===== src/rtl/synth_pkg.sv =====
`timescale 1ns/1ps
`default_nettype none
// +------------------------------------------------------------------+
// | synth_pkg: shared voice-state encoding and PS/2 set-2 constants   |
// | Rev 1.0                                                           |
// +------------------------------------------------------------------+
package synth_pkg;

   localparam int NOTE_W = 7;

   localparam logic [7:0] SC_BREAK = 8'hF0;
   localparam logic [7:0] SC_EXT   = 8'hE0;

   typedef enum logic [1:0] {
      V_IDLE    = 2'd0,
      V_ACTIVE  = 2'd1,
      V_RELEASE = 2'd2
   } voice_state_e;

endpackage
`default_nettype wire


===== src/rtl/ps2_voice_allocator_if.sv =====
`timescale 1ns/1ps
`default_nettype none
// +------------------------------------------------------------------+
// | ps2_voice_allocator_if: scan input, envelope status, voice outputs|
// | Rev 1.0                                                           |
// +------------------------------------------------------------------+
interface ps2_voice_allocator_if #(
   parameter int NUM_VOICES = 4,
   parameter int NOTE_W     = 7
);
   logic [7:0]                   scan_data;
   logic                         scan_valid;
   logic [NUM_VOICES-1:0]        env_done;
   logic [NUM_VOICES-1:0]        voice_gate;
   logic [NUM_VOICES*NOTE_W-1:0] voice_note;
   logic [NUM_VOICES-1:0]        voice_trig;
   logic [NUM_VOICES-1:0]        voice_busy;
   logic                         steal_pulse;
   logic [4:0]                   active_count;

   modport master (
      output scan_data, scan_valid, env_done,
      input  voice_gate, voice_note, voice_trig, voice_busy, steal_pulse, active_count
   );

   modport slave (
      input  scan_data, scan_valid, env_done,
      output voice_gate, voice_note, voice_trig, voice_busy, steal_pulse, active_count
   );
endinterface
`default_nettype wire


===== src/rtl/scan_to_note.sv =====
`timescale 1ns/1ps
`default_nettype none
// +------------------------------------------------------------------+
// | scan_to_note: set-2 scan byte to {valid, note}, two-row piano     |
// | Rev 1.0                                                           |
// +------------------------------------------------------------------+
module scan_to_note
   import synth_pkg::*;
#(
   parameter int NOTE_W_P = synth_pkg::NOTE_W
) (
   input  wire logic [7:0]          scan_i,
   output logic                     valid_o,
   output logic [NOTE_W_P-1:0]      note_o
);

   localparam int BASE_NOTE = 60;

   int offset;

   // Home row A..; gives white keys, the row above gives the sharps (C4 at A).
   always_comb begin
      valid_o = 1'b1;
      offset  = 0;
      case (scan_i)
         8'h1C: offset = 0;
         8'h1D: offset = 1;
         8'h1B: offset = 2;
         8'h24: offset = 3;
         8'h23: offset = 4;
         8'h2B: offset = 5;
         8'h2C: offset = 6;
         8'h34: offset = 7;
         8'h35: offset = 8;
         8'h33: offset = 9;
         8'h3C: offset = 10;
         8'h3B: offset = 11;
         8'h42: offset = 12;
         8'h44: offset = 13;
         8'h4B: offset = 14;
         8'h4D: offset = 15;
         8'h4C: offset = 16;
         default: valid_o = 1'b0;
      endcase
      note_o = NOTE_W_P'(BASE_NOTE + offset);
   end

endmodule
`default_nettype wire


===== src/rtl/ps2_voice_allocator.sv =====
`timescale 1ns/1ps
`default_nettype none
// +------------------------------------------------------------------+
// | ps2_voice_allocator: PS/2 scan decode and polyphonic voice alloc  |
// | Rev 1.0                                                           |
// +------------------------------------------------------------------+
module ps2_voice_allocator #(
   parameter int NUM_VOICES = 4,
   parameter int NOTE_W     = synth_pkg::NOTE_W
) (
   input  wire logic              clk,
   input  wire logic              resetn,
   ps2_voice_allocator_if.slave   bus
);
   import synth_pkg::*;

   localparam int                AGE_W   = $clog2(NUM_VOICES);
   localparam logic [AGE_W-1:0]  AGE_MAX = AGE_W'(NUM_VOICES - 1);

   logic              map_valid;
   logic [NOTE_W-1:0] map_note;

   logic              ext_q;
   logic              brk_q;
   logic              ev_valid_q;
   logic              ev_on_q;
   logic [NOTE_W-1:0] ev_note_q;
   logic              steal_q;

   logic [NUM_VOICES-1:0]            is_active;
   logic [NUM_VOICES-1:0]            is_release;
   logic [NUM_VOICES-1:0]            is_idle;
   logic [NUM_VOICES-1:0]            note_hit;
   logic [NUM_VOICES-1:0]            trig_vec;
   logic [NUM_VOICES-1:0][AGE_W-1:0] ages;

   logic [NUM_VOICES-1:0] act_hit;
   logic [NUM_VOICES-1:0] rel_hit;
   logic [NUM_VOICES-1:0] alloc_sel;
   logic [NUM_VOICES-1:0] off_sel;
   logic                  alloc;
   logic                  steal;
   logic [4:0]            count;

   scan_to_note #(.NOTE_W_P(NOTE_W)) u_scan_to_note (
      .scan_i  (bus.scan_data),
      .valid_o (map_valid),
      .note_o  (map_note)
   );

   // Prefix bytes only arm flags; the next non-prefix byte closes the event.
   always_ff @(posedge clk or negedge resetn) begin
      if (!resetn) begin
         ext_q      <= 1'b0;
         brk_q      <= 1'b0;
         ev_valid_q <= 1'b0;
         ev_on_q    <= 1'b0;
         ev_note_q  <= '0;
      end else begin
         ev_valid_q <= 1'b0;
         if (bus.scan_valid) begin
            if (bus.scan_data == SC_EXT) begin
               ext_q <= 1'b1;
            end else if (bus.scan_data == SC_BREAK) begin
               brk_q <= 1'b1;
            end else begin
               ext_q      <= 1'b0;
               brk_q      <= 1'b0;
               ev_valid_q <= ~ext_q & map_valid;
               ev_on_q    <= ~brk_q;
               ev_note_q  <= map_note;
            end
         end
      end
   end

   function automatic logic [NUM_VOICES-1:0] lowest(input logic [NUM_VOICES-1:0] v);
      logic [NUM_VOICES-1:0] r;
      r = '0;
      for (int i = 0; i < NUM_VOICES; i++) begin
         if (v[i] && (r == '0)) r[i] = 1'b1;
      end
      return r;
   endfunction

   // Strict '>' keeps the lowest index on equal ages.
   function automatic logic [NUM_VOICES-1:0] oldest(
      input logic [NUM_VOICES-1:0]            v,
      input logic [NUM_VOICES-1:0][AGE_W-1:0] a
   );
      logic [NUM_VOICES-1:0] r;
      logic [AGE_W-1:0]      best;
      logic                  found;
      r     = '0;
      best  = '0;
      found = 1'b0;
      for (int i = 0; i < NUM_VOICES; i++) begin
         if (v[i] && (!found || (a[i] > best))) begin
            r     = '0;
            r[i]  = 1'b1;
            best  = a[i];
            found = 1'b1;
         end
      end
      return r;
   endfunction

   always_comb begin
      act_hit   = is_active & note_hit;
      rel_hit   = is_release & note_hit;
      alloc_sel = '0;
      off_sel   = '0;
      alloc     = 1'b0;
      steal     = 1'b0;
      if (ev_valid_q) begin
         if (ev_on_q) begin
            if (act_hit == '0) begin
               alloc = 1'b1;
               if (rel_hit != '0) begin
                  alloc_sel = lowest(rel_hit);
               end else if (is_idle != '0) begin
                  alloc_sel = lowest(is_idle);
               end else if (is_release != '0) begin
                  alloc_sel = oldest(is_release, ages);
               end else begin
                  alloc_sel = oldest(is_active, ages);
                  steal     = 1'b1;
               end
            end
         end else begin
            off_sel = lowest(act_hit);
         end
      end
   end

   for (genvar i = 0; i < NUM_VOICES; i++) begin : g_voice
      voice_state_e      state_q;
      logic [NOTE_W-1:0] note_q;
      logic [AGE_W-1:0]  age_q;
      logic              trig_q;

      assign is_active[i]  = (state_q == V_ACTIVE);
      assign is_release[i] = (state_q == V_RELEASE);
      assign is_idle[i]    = (state_q == V_IDLE);
      assign note_hit[i]   = (note_q == ev_note_q);
      assign ages[i]       = age_q;
      assign trig_vec[i]   = trig_q;
      assign bus.voice_note[i*NOTE_W +: NOTE_W] = note_q;

      // A note event on this voice takes precedence over env_done.
      always_ff @(posedge clk or negedge resetn) begin
         if (!resetn) begin
            state_q <= V_IDLE;
            note_q  <= '0;
            age_q   <= '0;
            trig_q  <= 1'b0;
         end else begin
            trig_q <= alloc_sel[i];
            if (alloc_sel[i]) begin
               state_q <= V_ACTIVE;
               note_q  <= ev_note_q;
               age_q   <= '0;
            end else begin
               if (off_sel[i]) begin
                  state_q <= V_RELEASE;
               end else if ((state_q == V_RELEASE) && bus.env_done[i]) begin
                  state_q <= V_IDLE;
               end
               if (alloc && (state_q != V_IDLE) && (age_q != AGE_MAX)) begin
                  age_q <= age_q + AGE_W'(1);
               end
            end
         end
      end
   end

   always_ff @(posedge clk or negedge resetn) begin
      if (!resetn) begin
         steal_q <= 1'b0;
      end else begin
         steal_q <= steal;
      end
   end

   always_comb begin
      count = '0;
      for (int i = 0; i < NUM_VOICES; i++) begin
         count = count + 5'(is_active[i]);
      end
   end

   assign bus.voice_gate   = is_active;
   assign bus.voice_busy   = ~is_idle;
   assign bus.voice_trig   = trig_vec;
   assign bus.steal_pulse  = steal_q;
   assign bus.active_count = count;

endmodule
`default_nettype wire


===== src/flat_wrapper.sv =====
// flat-port wrapper written by rule: the top's interface ports become plain ports
module ps2_voice_allocator_flat import synth_pkg::*;
#(
   parameter int NUM_VOICES = 4,
   parameter int NOTE_W     = synth_pkg::NOTE_W
)
  (clk, resetn, bus_scan_data, bus_scan_valid, bus_env_done, bus_voice_gate, bus_voice_note, bus_voice_trig, bus_voice_busy, bus_steal_pulse, bus_active_count);
  ps2_voice_allocator_if #(.NUM_VOICES(NUM_VOICES), .NOTE_W(NOTE_W)) bus_i ();
  input  wire logic clk;
  input  wire logic resetn;
  input wire logic [$bits(bus_i.scan_data)-1:0] bus_scan_data;
  input wire logic [$bits(bus_i.scan_valid)-1:0] bus_scan_valid;
  input wire logic [$bits(bus_i.env_done)-1:0] bus_env_done;
  output wire logic [$bits(bus_i.voice_gate)-1:0] bus_voice_gate;
  output wire logic [$bits(bus_i.voice_note)-1:0] bus_voice_note;
  output wire logic [$bits(bus_i.voice_trig)-1:0] bus_voice_trig;
  output wire logic [$bits(bus_i.voice_busy)-1:0] bus_voice_busy;
  output wire logic [$bits(bus_i.steal_pulse)-1:0] bus_steal_pulse;
  output wire logic [$bits(bus_i.active_count)-1:0] bus_active_count;
  assign bus_i.scan_data = bus_scan_data;
  assign bus_i.scan_valid = bus_scan_valid;
  assign bus_i.env_done = bus_env_done;
  assign bus_voice_gate = bus_i.voice_gate;
  assign bus_voice_note = bus_i.voice_note;
  assign bus_voice_trig = bus_i.voice_trig;
  assign bus_voice_busy = bus_i.voice_busy;
  assign bus_steal_pulse = bus_i.steal_pulse;
  assign bus_active_count = bus_i.active_count;
  ps2_voice_allocator #(.NUM_VOICES(NUM_VOICES), .NOTE_W(NOTE_W)) u_core (.clk(clk), .resetn(resetn), .bus(bus_i));
endmodule

===== config.mk =====
export PLATFORM = sky130hd
export DESIGN_NAME = ps2_voice_allocator_flat
export DESIGN_NICKNAME = d
export VERILOG_FILES = /design/src/rtl/synth_pkg.sv /design/src/rtl/ps2_voice_allocator_if.sv /design/src/rtl/scan_to_note.sv /design/src/rtl/ps2_voice_allocator.sv /design/src/flat_wrapper.sv
export SDC_FILE = /design/constraint.sdc
export NUM_CORES = 1
export LEC_CHECK = 0
export ABC_AREA = 1
export CORE_MARGIN = 4
export CORE_UTILIZATION = 50
export DETAILED_ROUTE_END_ITERATION = 16
export PLACE_DENSITY = 0.74
export SYNTH_ARGS = -nofsm -noshare
export SYNTH_HDL_FRONTEND = slang
export SYNTH_SLANG_ARGS = --single-unit

===== constraint.sdc =====
create_clock -name clk -period 4.64 [get_ports clk]
set_input_delay 1.16 -clock clk [delete_from_list [all_inputs] [get_ports clk]]
set_output_delay 1.16 -clock clk [all_outputs]
set_load 0.02 [all_outputs]

=== Word-level counts from Yosys, hierarchy flattened ===
Cells that the tools add are included.
W data, S select, Z words.

* Add/sub/neg operators: 8
* Multiplexer cells: 182
* Reduce and logical (&&, ||, !) cells: 69
* Order comparisons: 6
* Bitwise gates (word level): 11
* Equal/unequal tests: 36

{| class="wikitable"
|+ Operator list
! kind !! count
|-
| $mux W2 || 64
|-
| $mux W1 || 105
|-
| $pmux W5 S16 || 1
|-
| $eq A8 B6 Y1 const B || 9
|-
| $eq A8 B7 Y1 const B || 5
|-
| $mux W4 || 10
|-
| $eq A7 B7 Y1 || 4
|-
| $logic_and A1 B1 Y1 || 27
|-
| $eq A8 B5 Y1 const B || 3
|-
| $reduce_or A17 Y1 || 1
|-
| $eq A8 B8 Y1 const B || 2
|-
| $reduce_bool A2 Y1 || 8
|-
| $logic_not A2 Y1 || 7
|-
| $gt A2 B2 Y1 || 6
|-
| $reduce_bool A3 Y1 || 4
|-
| $reduce_bool A4 Y1 || 3
|-
| $add A5 B1 Y5 || 2
|-
| $logic_not A3 Y1 || 3
|-
| $add A2 B1 Y2 const B || 4
|-
| $and A4 B4 Y4 || 2
|-
| $eq A2 B1 Y1 const B || 4
|-
| $eq A2 B2 Y1 const B || 4
|-
| $ne A2 B2 Y1 const B || 4
|-
| $add A6 B5 Y7 const A || 1
|-
| 11 further kinds || 29
|}

* Input bits: 15
* Logic and storage cells: 334
* Output and inout port bits: 46
* Register bits after elaboration: 60

=== Depth between registers and ports, before layout ===
* Depth after elaboration: 39
* Gate-level depth with buffers: 37

=== Modules after synthesis ===
A second synthesis with hierarchy kept.

* Cells, all modules: 629
* Area, all modules: 4,521.8 sq um

{| class="wikitable"
|+ By module, submodules not included
! module !! area an instance (sq um) !! cells each !! times used !! seq. area each (sq um)
|-
| ps2_voice_allocator || 4,072.7 || 531 || 1 || 1,501.4
|-
| scan_to_note || 449.2 || 98 || 1 || 0.0
|}

=== Least setup slack after synthesis ===
Ideal clock, no wire load.

* Path kind: flip-flop to flip-flop
* Start point: reg u_core.g_voice[0].state_q[1]
* End point: reg u_core.g_voice[3].age_q[0]
* Path slack: 0.965 ns
* Arrival: 3.551 ns
* Stages on the path, launching flop included: 31
* Data required time: 4.516 ns
* Path through: dfrtp_1 nor2_2 inv_1 nor2_1 ha_1 nand2_1 nand2_1 nand2_1 nand2_1 o21ai_0 inv_1 ha_1 nand2_1 nand2_1 nand2_1 nand2_1 nand2_1 nand2_1 o21ai_0 ha_1 nand2_1 nand2_1 nand2_1 nand2_1 nand2_1 nand2_1 a21oi_1 o21ai_2 inv_2 nor2_4 nor2_1

* Word-level cells in the longest chain between the ends: 39
* Elaborated cells on any way between the ends: 179
* Classes of those cells: 6 x order compare; 2 x eq/ne; 131 x mux; 4 x bitwise; 36 x reduce/logical

{| class="wikitable"
|+ Ends and longest elaborated chain
! what !! line !! RTL
|-
| start, declared || ps2_voice_allocator.sv:137 || <nowiki>voice_state_e state_q;</nowiki>
|-
| start signal, assigned || ps2_voice_allocator.sv:153 || <nowiki>state_q <= V_IDLE;</nowiki>
|-
| start signal, assigned || ps2_voice_allocator.sv:160 || <nowiki>state_q <= V_ACTIVE;</nowiki>
|-
| start signal, assigned || ps2_voice_allocator.sv:165 || <nowiki>state_q <= V_RELEASE;</nowiki>
|-
| $eq A2 B1 Y1 * || ps2_voice_allocator.sv:142 || <nowiki>assign is_active[i] = (state_q == V_ACTIVE);</nowiki>
|-
| via bus_voice_gate[0] || flat_wrapper.sv:14 || <nowiki>output wire logic [$bits(bus_i.voice_gate)-1:0] bus_voice_gate;</nowiki>
|-
| $mux W2 / $mux W1 (equally long branches) || ps2_voice_allocator.sv:98 || <nowiki>if (v[i] && (!found || (a[i] > best))) begin</nowiki>
|-
| $mux W2 / $mux W1 (equally long branches) || ps2_voice_allocator.sv:123 || <nowiki>end else if (is_release != '0) begin</nowiki>
|-
| $mux W2 / $mux W1 (equally long branches) || ps2_voice_allocator.sv:121 || <nowiki>end else if (is_idle != '0) begin</nowiki>
|-
| $mux W2 / $mux W1 (equally long branches) || ps2_voice_allocator.sv:119 || <nowiki>if (rel_hit != '0) begin</nowiki>
|-
| $mux W2 / $mux W1 (equally long branches) || ps2_voice_allocator.sv:117 || <nowiki>if (act_hit == '0) begin</nowiki>
|-
| $mux W2 / $mux W1 (equally long branches) || ps2_voice_allocator.sv:116 || <nowiki>if (ev_on_q) begin</nowiki>
|-
| [... 25 more ...] || - ||
|-
| $mux W4 || ps2_voice_allocator.sv:123 ||
|-
| $mux W4 || ps2_voice_allocator.sv:121 ||
|-
| $mux W4 || ps2_voice_allocator.sv:119 ||
|-
| $mux W4 * || ps2_voice_allocator.sv:117 ||
|-
| $mux W4 * || ps2_voice_allocator.sv:116 ||
|-
| $mux W4 * || ps2_voice_allocator.sv:115 || <nowiki>if (ev_valid_q) begin</nowiki>
|-
| via u_core.alloc_sel[3] || ps2_voice_allocator.sv:39 || <nowiki>logic [NUM_VOICES-1:0] alloc_sel;</nowiki>
|-
| $mux W2 / $reduce_bool A2 Y1 (equally long branches) || - ||
|-
| end signal, assigned || ps2_voice_allocator.sv:170 || <nowiki>age_q <= age_q + AGE_W'(1);</nowiki>
|-
| end, declared || ps2_voice_allocator.sv:139 || <nowiki>logic [AGE_W-1:0] age_q;</nowiki>
|}

Mark *: on every way through the listed nets, which the timed path passes. The rest lies on a longest branch. The select of a mux whose other input is x is not followed.
A chain may end at the register's enable or synchronous reset.

=== Final worst setup path ===
* Start point: reg u_core.g_voice[0].state_q[0]
* End point: reg u_core.g_voice[0].note_q[2]

* Word-level cells in the longest chain between the ends: 38
* Elaborated cells on any way between the ends: 142
* Classes of those cells: 6 x order compare; 2 x eq/ne; 109 x mux; 2 x bitwise; 23 x reduce/logical

{| class="wikitable"
|+ Ends and longest elaborated chain
! what !! line !! RTL
|-
| $eq A2 B1 Y1 / $eq A2 B2 Y1 (equally long branches) || ps2_voice_allocator.sv:142, ps2_voice_allocator.sv:143 ||
|-
| $mux W2 / $mux W1 (equally long branches) || ps2_voice_allocator.sv:98 ||
|-
| $mux W2 / $mux W1 (equally long branches) || ps2_voice_allocator.sv:123 ||
|-
| $mux W2 / $mux W1 (equally long branches) || ps2_voice_allocator.sv:121 ||
|-
| $mux W2 / $mux W1 (equally long branches) || ps2_voice_allocator.sv:119 ||
|-
| $mux W2 / $mux W1 (equally long branches) || ps2_voice_allocator.sv:117 ||
|-
| $mux W2 / $mux W1 (equally long branches) || ps2_voice_allocator.sv:116 ||
|-
| $mux W2 / $mux W1 (equally long branches) || ps2_voice_allocator.sv:115 ||
|-
| [... 22 more ...] || - ||
|-
| $logic_and A1 B1 Y1 || ps2_voice_allocator.sv:98 ||
|-
| $mux W4 || ps2_voice_allocator.sv:98 ||
|-
| $mux W4 || ps2_voice_allocator.sv:123 ||
|-
| $mux W4 || ps2_voice_allocator.sv:121 ||
|-
| $mux W4 || ps2_voice_allocator.sv:119 ||
|-
| $mux W4 * || ps2_voice_allocator.sv:117 ||
|-
| $mux W4 * || ps2_voice_allocator.sv:116 ||
|-
| $mux W4 * || ps2_voice_allocator.sv:115 ||
|-
| end signal, assigned || ps2_voice_allocator.sv:161 || <nowiki>note_q <= ev_note_q;</nowiki>
|-
| end, declared || ps2_voice_allocator.sv:138 || <nowiki>logic [NOTE_W-1:0] note_q;</nowiki>
|}

Mark *: on every way between the ends. The rest lies on a longest branch, timed or not. The select of a mux whose other input is x is not followed.

==> impl_metrics.yaml <==
detailed_routing:
  wl_per_cell_microns: 13.9
  dr_wl_met2_microns: 5260
  drtIter0Drc: 178
  wirelength_microns: 10700
  wl_met3_microns: 516
  detail-route-antenna-nets: 0
  drcViolationCount: 0
  wl_met1_microns: 4760
  vias: 3921
  routed.top_layer: "met4"
  dr.pass1.iters: 5
  vias_per_cell: 5.09
synth:
  synth.top_cell.area_share_pct: 34.4
  synth_commonest_cells: "212 x nand2_1, 74 x inv_1, 60 x dfrtp_1"
  ys_async_sr_fraction_pct: 100
  netlist_area_sq_um: 4370
  avgSynthCellArea_sq_um: 7.21
  ys_warn_count: 0
  ys_seq_area_share_pct: 34.4
  synth_most_common_cell: "nand2_1"
  synth_cell_type_count: 39
  yosysTopAreaCell: "dfrtp_1"
  synth_ff_type: "dfrtp_1"
  synthTopCellsByArea: "dfrtp_1 34%, nand2_1 18%, inv_1 6.4%"
  synth-seq-cells: 60
  synth_edf_count: 0
  netlist_instances: 606
setup_path:
  worstSetupEndpointType: "flip-flop"
  worstSetupPathType: "reg2reg"
  r2r_start: "u_core.g_voice[0].state_q[0]"
  path_max_fanout: 8
  worstPathRequired_ns: 4.93
  slowest_delay_ns: 0.39
  cp_slowest_cell: "dfrtp_1"
  cp_data_arrival_time_ns: 4.48
  critPathMostFrequentCell: "nand2_1"
  start_kind: "flip-flop"
  cp-startpoint: "u_core.g_voice[0].state_q[0]"
timing:
  setup_viol: 0
  rsz0062_at_grt: "no"
  finalHoldViolations: 0
  setup_tns_ns: 0
  skew_ns: 0.0107
  maxSlewViolCount: 0
  fin_crit_sh_pct: 90.5
  worst_slew_pin_slew_ns: 0.662
  slew_headroom_pct: 55.8
  post-route-min-period_ns: 4.20
  clock.fmax_ghz: 0.238
die:
  die_height_microns: 101
  dieWidth_microns: 101
  io_pins: 61
  start_util_pct: 52.4
  die-area_sq_um: 10300
  rows: 33
  core_area_sq_um: 8340
layout:
  finalNetCount: 698
  postLayoutCellArea_sq_um: 5180
  antennaDiodeCount: 0
  n_fill_cell: 753
  drive_above_1_share_pct: 10.1
  area_delta_synth_final_pct: 18.7
global_route:
  grt_pass1_vias: 3726
  gr-total-overflow: 0
  antenna_found_initial: 0
  grt_pass1_wl_microns: 17600
  grt_max_degree: 39
  grtUsageTotal_pct: 21.8
placed_design:
  dpl_cell_area_sq_um: 4940
  gp_congestion: 0.872
  post-dp-hpwl_microns: 8320
  port_buffers: 58
power_and_ir_drop:
  intPower_mw: 1.09
  swShare_pct: 33.8
  p_leak_nw: 2.71
  power.clock.fraction_pct: 34.1
  p_seq_share_pct: 37.3
  pwr_density_cell_nw_per_um2: 318
  peakVddDrop_v: 0.000170
  netSwitchingPower_mw: 0.558
  combPwrFrac_pct: 28.6
clock_network:
  htreeDepth: 3
  hold_buffers: 0
  clock_path_buffers: 2
  clk_pin_slew_ns: 0.07
  clk_latency_ns: 0.35
  cts_tree: "done"
  cts_inserted_buffers: 9
  cts_sinks: 60
  cts_setup_buffers: 0
  root_buffer: "clkbuf_8"
worst_hold_path:
  hp-start: "u_core.brk_q"
  min_path_type: "reg2reg"
job:
  maxCapViolCount: 0
status:
  status: "finished clean"
logic make-up after synthesis:
family	after synthesis	share of synthesized area [%]
AND/OR/NAND/NOR	350	37.1
buffers and inverters	98	10.3
flip-flops	60	34.4
AO/OA/AOI/OAI	51	6.70
XOR/XNOR	24	4.98
adder cells (fa/ha/maj)	22	6.47
other	1	0.0859
registers in the layout, indices dropped and copies added, names as in the netlist:
name / cells
u_core.ev_valid_q: 1
u_core.g_voice.state_q: 8
u_core.g_voice.age_q: 8
u_core.bus.steal_pulse: 1
u_core.ev_note_q: 7
u_core.ext_q: 1
u_core.brk_q: 1
u_core.g_voice.trig_q: 4
u_core.ev_on_q: 1
u_core.g_voice.note_q: 28
final timing paths:
kind	cells past startpoint	slack, ns	end
hold / removal	1	0.50	u_core.ev_on_q
min in group asynchronous	1	0.77	u_core.g_voice[2].age_q[0]
hold reg to reg	1	0.50	u_core.ev_on_q
setup reg to reg	33	0.44	u_core.g_voice[0].note_q[2]
setup / recovery	33	0.44	u_core.g_voice[0].note_q[2]
max in group asynchronous	2	2.95	u_core.ev_note_q[0]
stage by stage:
stage	worst slack (ns)	power [mW]	hold WS (ns)	cells	util [%]
after detailed placement	0.362	1.10	0.495	755	59.3
after floorplan	0.965	0.929	0.438	607	-
final	0.442	1.65	0.501	771	62.2
after global placement	0.460	1.08	0.492	755	59.3
after CTS	0.342	1.66	0.508	771	62.1
after global routing	0.0118	1.74	0.517	771	62.2
cell type report:
cell class	count	area, sq um	share of cell area [%]
clock buffers	13	169	3.26
clock inverters	3	67.6	1.30
inverters	82	308	5.94
multi-input cells	449	2420	46.8
flip-flops and latches	60	1500	29.0
well taps	105	131	2.53
repair buffers	59	583	11.2
critical path, delay by kind of cell, from the launching register on:
family                     cells  cell delay (ns)
buffers and inverters          5             0.41
adders and majority gates      3             0.89
DFF                            1             0.39
AOI/OAI and AO/OA              5             0.59
and+or+nand+nor               20             1.87
power by group through the flow:
stage	logic (mW)	registers [mW]	clock network [mW]
2_1_floorplan	0.304	0.625	0
3_3_place_gp	0.456	0.624	0
3_5_place_dp	0.472	0.624	0
4_1_cts	0.474	0.615	0.574
5_1_grt	0.526	0.622	0.593
6_report	0.471	0.616	0.563
routing by layer:
layer	vias to the layer above	track usage [%]
met1	1816	27.8
met5	-	0
met2	92	37.5
li1	1995	-
met4	0	5.83
met3	18	4.55
what timing repair did:
action                                 in CTS  in global routing
setup endpoints to repair                   0                 34
endpoints found under the hold margin       0                  0
resized for setup                           0                  3
cells in the final DEF (no fill, tap or decap), drive strengths merged:
master | Yosys | layout
nand2 | 220 | 220
inv | 82 | 82
nor2 | 66 | 66
dfrtp | 60 | 60
clkdlybuf4s50 | 0 | 57
nand3 | 43 | 43
o21ai | 28 | 28
ha | 21 | 21
xnor2 | 18 | 18
a21oi | 16 | 16
clkbuf | 0 | 13
nor3 | 9 | 9
nand4 | 9 | 9
xor2 | 6 | 6
o21bai | 2 | 2
conb | 1 | 2
bufinv | 0 | 2
buf | 16 | 2
nor4 | 1 | 1
and2 | 1 | 1
o211ai | 1 | 1
a31oi | 1 | 1
nand3b | 1 | 1
a211oi | 1 | 1
o22ai | 1 | 1
a21boi | 1 | 1
fa | 1 | 1
clkinvlp | 0 | 1
Power figures use the tool's default switching activity.
